$ cat src/rtl/wbm_split_master.sv
// wbm_split_master
// Wishbone classic single-transfer master. A 64-bit accelerator request
// becomes one (narrow) or two (wide) 32-bit beats. The lower word is at
// base + (index << 1) and the upper word at base + (index << 1) + 1.
// Between the two beats there is a one-cycle gap with CYC held and STB low.
// Each beat is aborted after TIMEOUT strobe cycles without an ack. An abort
// ends the request with rsp_err set.
//
// Ports
//   wb_clk_i, wb_rst_i        clock, synchronous active-high reset
//   req_valid / req_ready     request handshake (ready only while idle)
//   req_we, req_wide          write flag, two-beat flag
//   req_base, req_index       region base, entry index
//   req_wdata                 write data, [31:0] lower / [63:32] upper
//   rsp_valid                 one-cycle response pulse
//   rsp_rdata, rsp_err        read data and ack-timeout flag
//   wbm_*                     Wishbone classic master signals

module wbm_split_master #(
    parameter int IDX_W   = 16,
    parameter int TIMEOUT = 255
) (
    input  logic             wb_clk_i,
    input  logic             wb_rst_i,
    input  logic             req_valid,
    output logic             req_ready,
    input  logic             req_we,
    input  logic             req_wide,
    input  logic [31:0]      req_base,
    input  logic [IDX_W-1:0] req_index,
    input  logic [63:0]      req_wdata,
    output logic             rsp_valid,
    output logic [63:0]      rsp_rdata,
    output logic             rsp_err,
    output logic             wbm_cyc_o,
    output logic             wbm_stb_o,
    output logic             wbm_we_o,
    output logic [3:0]       wbm_sel_o,
    output logic [31:0]      wbm_adr_o,
    output logic [31:0]      wbm_dat_o,
    input  logic             wbm_ack_i,
    input  logic [31:0]      wbm_dat_i
);

    localparam int TW = $clog2(TIMEOUT + 1);

    typedef enum logic [2:0] {
        IDLE,
        LO,
        GAP,
        HI,
        RESP
    } state_e;

    state_e             state_q, state_d;
    logic               we_q, we_d;
    logic               wide_q, wide_d;
    logic [31:0]        base_q, base_d;
    logic [IDX_W-1:0]   idx_q, idx_d;
    logic [63:0]        wdata_q, wdata_d;
    logic [63:0]        rdata_q, rdata_d;
    logic               err_q, err_d;
    logic [TW-1:0]      tmo_q, tmo_d;

    // State register
    always_ff @(posedge wb_clk_i) begin
        if (wb_rst_i) begin
            state_q <= IDLE;
            we_q    <= 1'b0;
            wide_q  <= 1'b0;
            base_q  <= '0;
            idx_q   <= '0;
            wdata_q <= '0;
            rdata_q <= '0;
            err_q   <= 1'b0;
            tmo_q   <= '0;
        end else begin
            state_q <= state_d;
            we_q    <= we_d;
            wide_q  <= wide_d;
            base_q  <= base_d;
            idx_q   <= idx_d;
            wdata_q <= wdata_d;
            rdata_q <= rdata_d;
            err_q   <= err_d;
            tmo_q   <= tmo_d;
        end
    end

    // Next-state and datapath update
    always_comb begin
        state_d = state_q;
        we_d    = we_q;
        wide_d  = wide_q;
        base_d  = base_q;
        idx_d   = idx_q;
        wdata_d = wdata_q;
        rdata_d = rdata_q;
        err_d   = err_q;
        tmo_d   = tmo_q;

        case (state_q)
            IDLE: begin
                if (req_valid) begin
                    we_d    = req_we;
                    wide_d  = req_wide;
                    base_d  = req_base;
                    idx_d   = req_index;
                    wdata_d = req_wdata;
                    rdata_d = '0;
                    err_d   = 1'b0;
                    tmo_d   = '0;
                    state_d = LO;
                end
            end
            LO: begin
                if (wbm_ack_i) begin
                    if (!we_q) rdata_d[31:0] = wbm_dat_i;
                    state_d = wide_q ? GAP : RESP;
                end else if (tmo_q == TW'(TIMEOUT - 1)) begin
                    // Last permitted strobe cycle without ack: abort, skip HI.
                    err_d   = 1'b1;
                    state_d = RESP;
                end else begin
                    tmo_d = tmo_q + TW'(1);
                end
            end
            GAP: begin
                tmo_d   = '0;
                state_d = HI;
            end
            HI: begin
                if (wbm_ack_i) begin
                    if (!we_q) rdata_d[63:32] = wbm_dat_i;
                    state_d = RESP;
                end else if (tmo_q == TW'(TIMEOUT - 1)) begin
                    err_d   = 1'b1;
                    state_d = RESP;
                end else begin
                    tmo_d = tmo_q + TW'(1);
                end
            end
            RESP: begin
                state_d = IDLE;
            end
            default: begin
                state_d = IDLE;
            end
        endcase
    end

    // Outputs (Moore: decoded from the registered state)
    logic        beat;
    logic [31:0] lo_adr;

    always_comb begin
        beat       = (state_q == LO) || (state_q == HI);
        lo_adr     = base_q + (32'(idx_q) << 1);

        req_ready  = (state_q == IDLE);
        rsp_valid  = (state_q == RESP);
        rsp_err    = (state_q == RESP) && err_q;
        rsp_rdata  = rdata_q;

        wbm_cyc_o  = beat || (state_q == GAP);
        wbm_stb_o  = beat;
        wbm_we_o   = beat && we_q;
        wbm_sel_o  = beat ? 4'hF : 4'h0;
        wbm_adr_o  = '0;
        wbm_dat_o  = '0;
        if (state_q == LO) begin
            wbm_adr_o = lo_adr;
            wbm_dat_o = wdata_q[31:0];
        end else if (state_q == HI) begin
            wbm_adr_o = lo_adr + 32'd1;
            wbm_dat_o = wdata_q[63:32];
        end
    end

endmodule

$ cat config.mk
export PLATFORM = sky130hd
export DESIGN_NAME = wbm_split_master
export DESIGN_NICKNAME = d
export VERILOG_FILES = /design/src/rtl/wbm_split_master.sv
export SDC_FILE = /design/constraint.sdc
export NUM_CORES = 1
export LEC_CHECK = 0
export BUFFER_PORTS_ARGS = -buffer_cell sky130_fd_sc_hd__buf_4
export CORE_AREA = 2 2 145 147
export DETAILED_ROUTE_END_ITERATION = 16
export DIE_AREA = 0 0 147 149
export PLACE_DENSITY = 0.85
export SLEW_MARGIN = 20
export SYNTH_ARGS = -nofsm -noshare
export SYNTH_HDL_FRONTEND = slang
export SYNTH_SLANG_ARGS = --single-unit
$ cat constraint.sdc
create_clock -name wb_clk_i -period 3.5 [get_ports wb_clk_i]
set_input_delay 0.35 -clock wb_clk_i [delete_from_list [all_inputs] [get_ports wb_clk_i]]
set_output_delay 0.35 -clock wb_clk_i [all_outputs]
set_load 0.03 [all_outputs]
Word-level counts from Yosys, hierarchy flattened
Index checks and enable logic that the tools add are counted.
{ "totals": {"ff_bits": 190, "elab_cells": 65, "output_inout_bits": 138} }
{ "classes": {"add_sub_neg": 3, "reduce_logical": 15, "n_eq_ne": 13, "mux": 24} }
{ "ops": {"columns": ["cell", "count"], "rows": [
  ["32-bit 2-to-1 mux", 6],
  ["32-bit case mux with 2 select lines", 2],
  ["64-bit 2-to-1 mux", 1],
  ["32-bit by 1-bit adder with 32-bit output, second input constant", 1],
  ["32-bit by 17-bit adder with 32-bit output", 1],
  ["8-bit 2-to-1 mux", 3],
  ["8-bit case mux with 3 select lines", 1],
  ["4-bit AND reduction", 4],
  ["3-bit 2-to-1 mux", 5],
  ["2-bit != test, second input constant", 7],
  ["3-bit case mux with 4 select lines", 1],
  ["8-bit by 1-bit adder with 8-bit output, second input constant", 1],
  ["8-bit equality test, second input constant", 1],
  ["3-bit by 2-bit equality test with 1-bit output, second input constant", 2],
  ["2-bit nonzero test", 3],
  ["4-bit 2-to-1 mux", 1],
  ["3-bit by 1-bit equality test with 1-bit output, second input constant", 1],
  ["3-bit equality test, second input constant", 1],
  ["3-bit logical NOT", 1],
  ["1-bit 2-to-1 mux", 3],
  ["3-bit nonzero test", 1],
  ["1-bit logical AND", 2],
  ["1-bit logical OR", 2],
  ["2-bit by 1-bit != test with 1-bit output, second input constant", 1],
  ["other kinds (3)", 3]
]} }

Depth between registers and ports, before layout
{ "logic_depth": {"word_depth": 4, "depth_mapped": 12, "ltp_nobuf": 11} }

Least setup slack after synthesis
No wires, ideal clock.
{ "synth_path": {"kind": "reg2out", "startpoint": "reg base_q[1]", "endpoint": "out wbm_adr_o[24]", "stages_incl_launch_ff": 12, "required_ps": 3150, "setup_slack_ps": -672, "arrival_time_ps": 3822, "cell_sequence": "dfxtp_1 > ha_1 > fa_1 > a211o_1 > and3_4 > nor4_4 > nand3_1 > or4_4 > or4b_4 > nor2_8 > a21boi_0 > a211oi_1"} }
{ "synth_between": {"elab_chain_len": 4} }
{ "synth_rtl": {"columns": ["item", "line_no", "text"], "rows": [
  ["start, declared", "58", "logic [31:0] base_q, base_d;"],
  ["start signal, assigned", "81", "base_q <= base_d;"],
  ["32-bit by 17-bit adder with 32-bit output (*)", "158", "lo_adr = base_q + (32'(idx_q) << 1);"],
  ["32-bit by 1-bit adder with 32-bit output", "175", "wbm_adr_o = lo_adr + 32'd1;"],
  ["32-bit 2-to-1 mux", "174", "end else if (state_q == HI) begin"],
  ["32-bit 2-to-1 mux (*)", "171", "if (state_q == LO) begin"],
  ["end, declared", "39", "output logic [31:0] wbm_adr_o,"]
]} }
Every way passes the cells marked *; elsewhere a longest branch is shown, timed or not.

Worst setup path in the final report
{ "layout_path": {"startpoint": "reg base_q[1]", "endpoint": "out wbm_adr_o[22]"} }
The elaborated chain is that of the path after synthesis.

==> metrics.txt <==
Tmin final 4220 ps; hold depth 3; CTS H-tree depth 4; Sw Share 0.302; Max-Cap Viols 0; nature of the critical path endpoint output pin; Mapped Avg Cell Area 7.42 sq um; initial antenna violation count 0; worst hold path class primary input to register; Mapped Cells between 1k and 1.5k; Total Wirelength 30.3 mm; clock skew about 12 ps; DIE HEIGHT approximately 150 um; critical path type register to output pin; maximum VDD drop 0.332 mV; CP arrival roughly 3900 ps; final total power roughly 5.2 mW; Critical Path Start Type register; clk_lat worst skew around 440 ps; Antenna Nets Post-Route 0; Max Slew Vio Count 0; worst-path cell chain ha_4 -> fa_2 -> a211o_1 -> and3_4 -> nor4_4 -> nand3_1 -> or4_4 -> or4b_4 -> buf_4 -> nor3_4 -> xor2_2 -> nor2_4 -> buf_6; GRT overflow 0; Initial DRT Pass Iterations 5; CTS Hold Buffers Added 0; FFs w/ async S/R, synth 0; routed vias 10.2k; Initial Util 0.460; Synth cell types 72; Core Rows between 50 and 60; worst-margin pin slew around 880 ps; synthesis-to-layout area growth 44.3%; n_diodes 0; # DRC 0; unrepaired setup endpoints after global routing yes; Routed wire per std cell 16.0 um; top cells by area, synth dfxtp_1 (40%), nand2_1 (14%), a21oi_1 (11%); worst path required time approximately 3200 ps; normalized max-slew margin 0.416; Fill cells 1665; hpwl dp 20.6 mm; CP max stage cell or4b_4; Logic pwr share 0.196; status finished with violations; CTS tree built; Leakage 5.69 nW; I/O pins about 290; top cell type by total area after synthesis dfxtp_1; maximum clock path buffer count 2; Fin. Hold Viols 0; CTS Root Cell clkbuf_16; register area share after synthesis 0.403; top cell type's share of synthesized area 0.403; Max Clock Freq roughly 240 MHz; first-pass GRT wire length around 48 mm; Power Density approximately 380 mW/mm^2; Die ar. ~0.022 sq mm; Synthesized Nets approximately 1.4k; vias in the first global route slightly above 10k; Final Cycle Share 1.21; Seq pwr share 0.448; CP peak stage delay between 500 and 600 ps; layout cells sized above 1 0.323; drt initial violations about 570; Net Sw Power 1.57 mW; final setup fails 23; largest net degree at the start of global routing between 100 and 150; Clock Sinks 190; final core occ 0.663; Die Wd between 100 and 150 um; R2R depth 6; nets about 1.8k; setup ws final -718 ps; core area approximately 0.021 sq mm; synthesized cell area around 0.0094 sq mm; worst-path maximum fanout 5; total global routing track utilization 0.268; gpl congestion roughly 0.93; CTS buffer count 17; IO buf count between 200 and 300; Clock transition at path regs 80 ps; failing checks setup timing; most common cell after layout, fill and taps aside buf_4; most frequent cells in the layout buf_4 (376), nand2_1 (363), a21oi_1 (203); number of synthesized flops with an enable pin 0; Most used DFF post-synth dfxtp_1; total number of yosys warnings 0; Internal approximately 3.6 mW; FF+latch count, synth 190; Clk pwr share 0.356; Vias/cell roughly 5.4
-- synth_stat cells, drive strengths merged, types with 2 or more instances --
cell / count
a21oi: 206
nor2: 97
nand2: 365
nor2b: 3
clkbuf: 65
dfxtp: 190
and3: 14
o311ai: 3
ha: 19
nand4: 10
a41o: 2
or3: 6
o21a: 10
nor3: 19
or2: 8
or4: 2
inv: 9
a211oi: 7
a2111oi: 2
xnor2: 23
buf: 25
o211ai: 7
a21o: 8
a21boi: 3
and4: 8
a31oi: 5
xor2: 20
and2: 6
mux2: 2
o21ai: 19
a211o: 2
nor4: 7
nand3: 45
mux2i: 34
-- power groups by stage --
stage	Sequential (mW)	Clock [mW]	Combinational, mW
floorplan	2.37	0	0.543
global placement	2.37	0	0.933
detailed placement	2.37	0	0.954
CTS	2.33	1.88	0.996
global route	2.34	1.97	1.11
finish	2.33	1.86	1.02
-- final timing paths --
check	start	to	slack, ps
worst min-delay path	req_wdata[23]	wdata_q[23]	160
worst max-delay path	base_q[1]	wbm_adr_o[22]	-720
worst min register to register	wdata_q[31]	wdata_q[31]	460
worst max register to register	state_q[1]	idx_q[14]	1040
-- worst max-delay path, delay by kind of cell (launching register included) --
kind                     cells  cell delay [ps]
XOR/XNOR                     1              210
AO/OA/AOI/OAI                1              290
buffers and inverters        2              340
adder cells (fa/ha/maj)      2              530
flip-flops                   1              340
AND/OR/NAND/NOR              7             1710
-- area by class of cell --
type / instances / area (sq um) / share of cell area
clock buffer: 17 / 425 / 0.0312
clock inverter: 13 / 129 / 0.00945
inverter: 10 / 37.5 / 0.00275
multi-input combinational: 984 / 5730 / 0.420
sequential: 190 / 3810 / 0.279
tap: 275 / 344 / 0.0252
timing repair buffer: 403 / 3160 / 0.232
-- registers in the layout, summed over array words and instances, names as in the netlist --
signal     flops
rsp_rdata     64
wdata_q       64
base_q        32
idx_q         16
tmo_q          8
state_q        3
err_q          1
we_q           1
wide_q         1
-- layer usage --
metal	track usage	wire, um	vias to the layer above
met5	0	0	-
met4	0.106	875	0
met3	0.0676	2220	70
met2	0.479	15200	384
met1	0.309	12000	4793
li1	-	-	4973
-- cell families after synthesis --
kind of cell,count (synthesis),synth area share
AO/OA/AOI/OAI,287,0.174
flip-flops,190,0.403
adder cells (fa/ha/maj),20,0.0273
XOR/XNOR,43,0.0399
multiplexers,36,0.0388
AND/OR/NAND/NOR,598,0.276
buffers and inverters,100,0.0422
-- metrics by stage --
stage                     worst slack, ps  hold WS [ps]  TNS, ps  area [sq um]  instances
after floorplan                      -130           429     -462          9550       1274
after global placement               -250           441    -1470         12400       1834
after detailed placement             -294           446    -2260         12400       1834
after CTS                            -685           144    -8490         13500       1887
after global routing                 -831           141   -13020         13600       1892
final                                -718           157   -10320         13600       1892
-- what timing repair did --
action | CTS | global route
gates cloned | 1 | 0
setup endpoints to repair | 20 | 23
pin swaps | 41 | 9
setup buffers | 24 | 5
resized for setup | 70 | 19
Power figures use the tool's default switching activity.
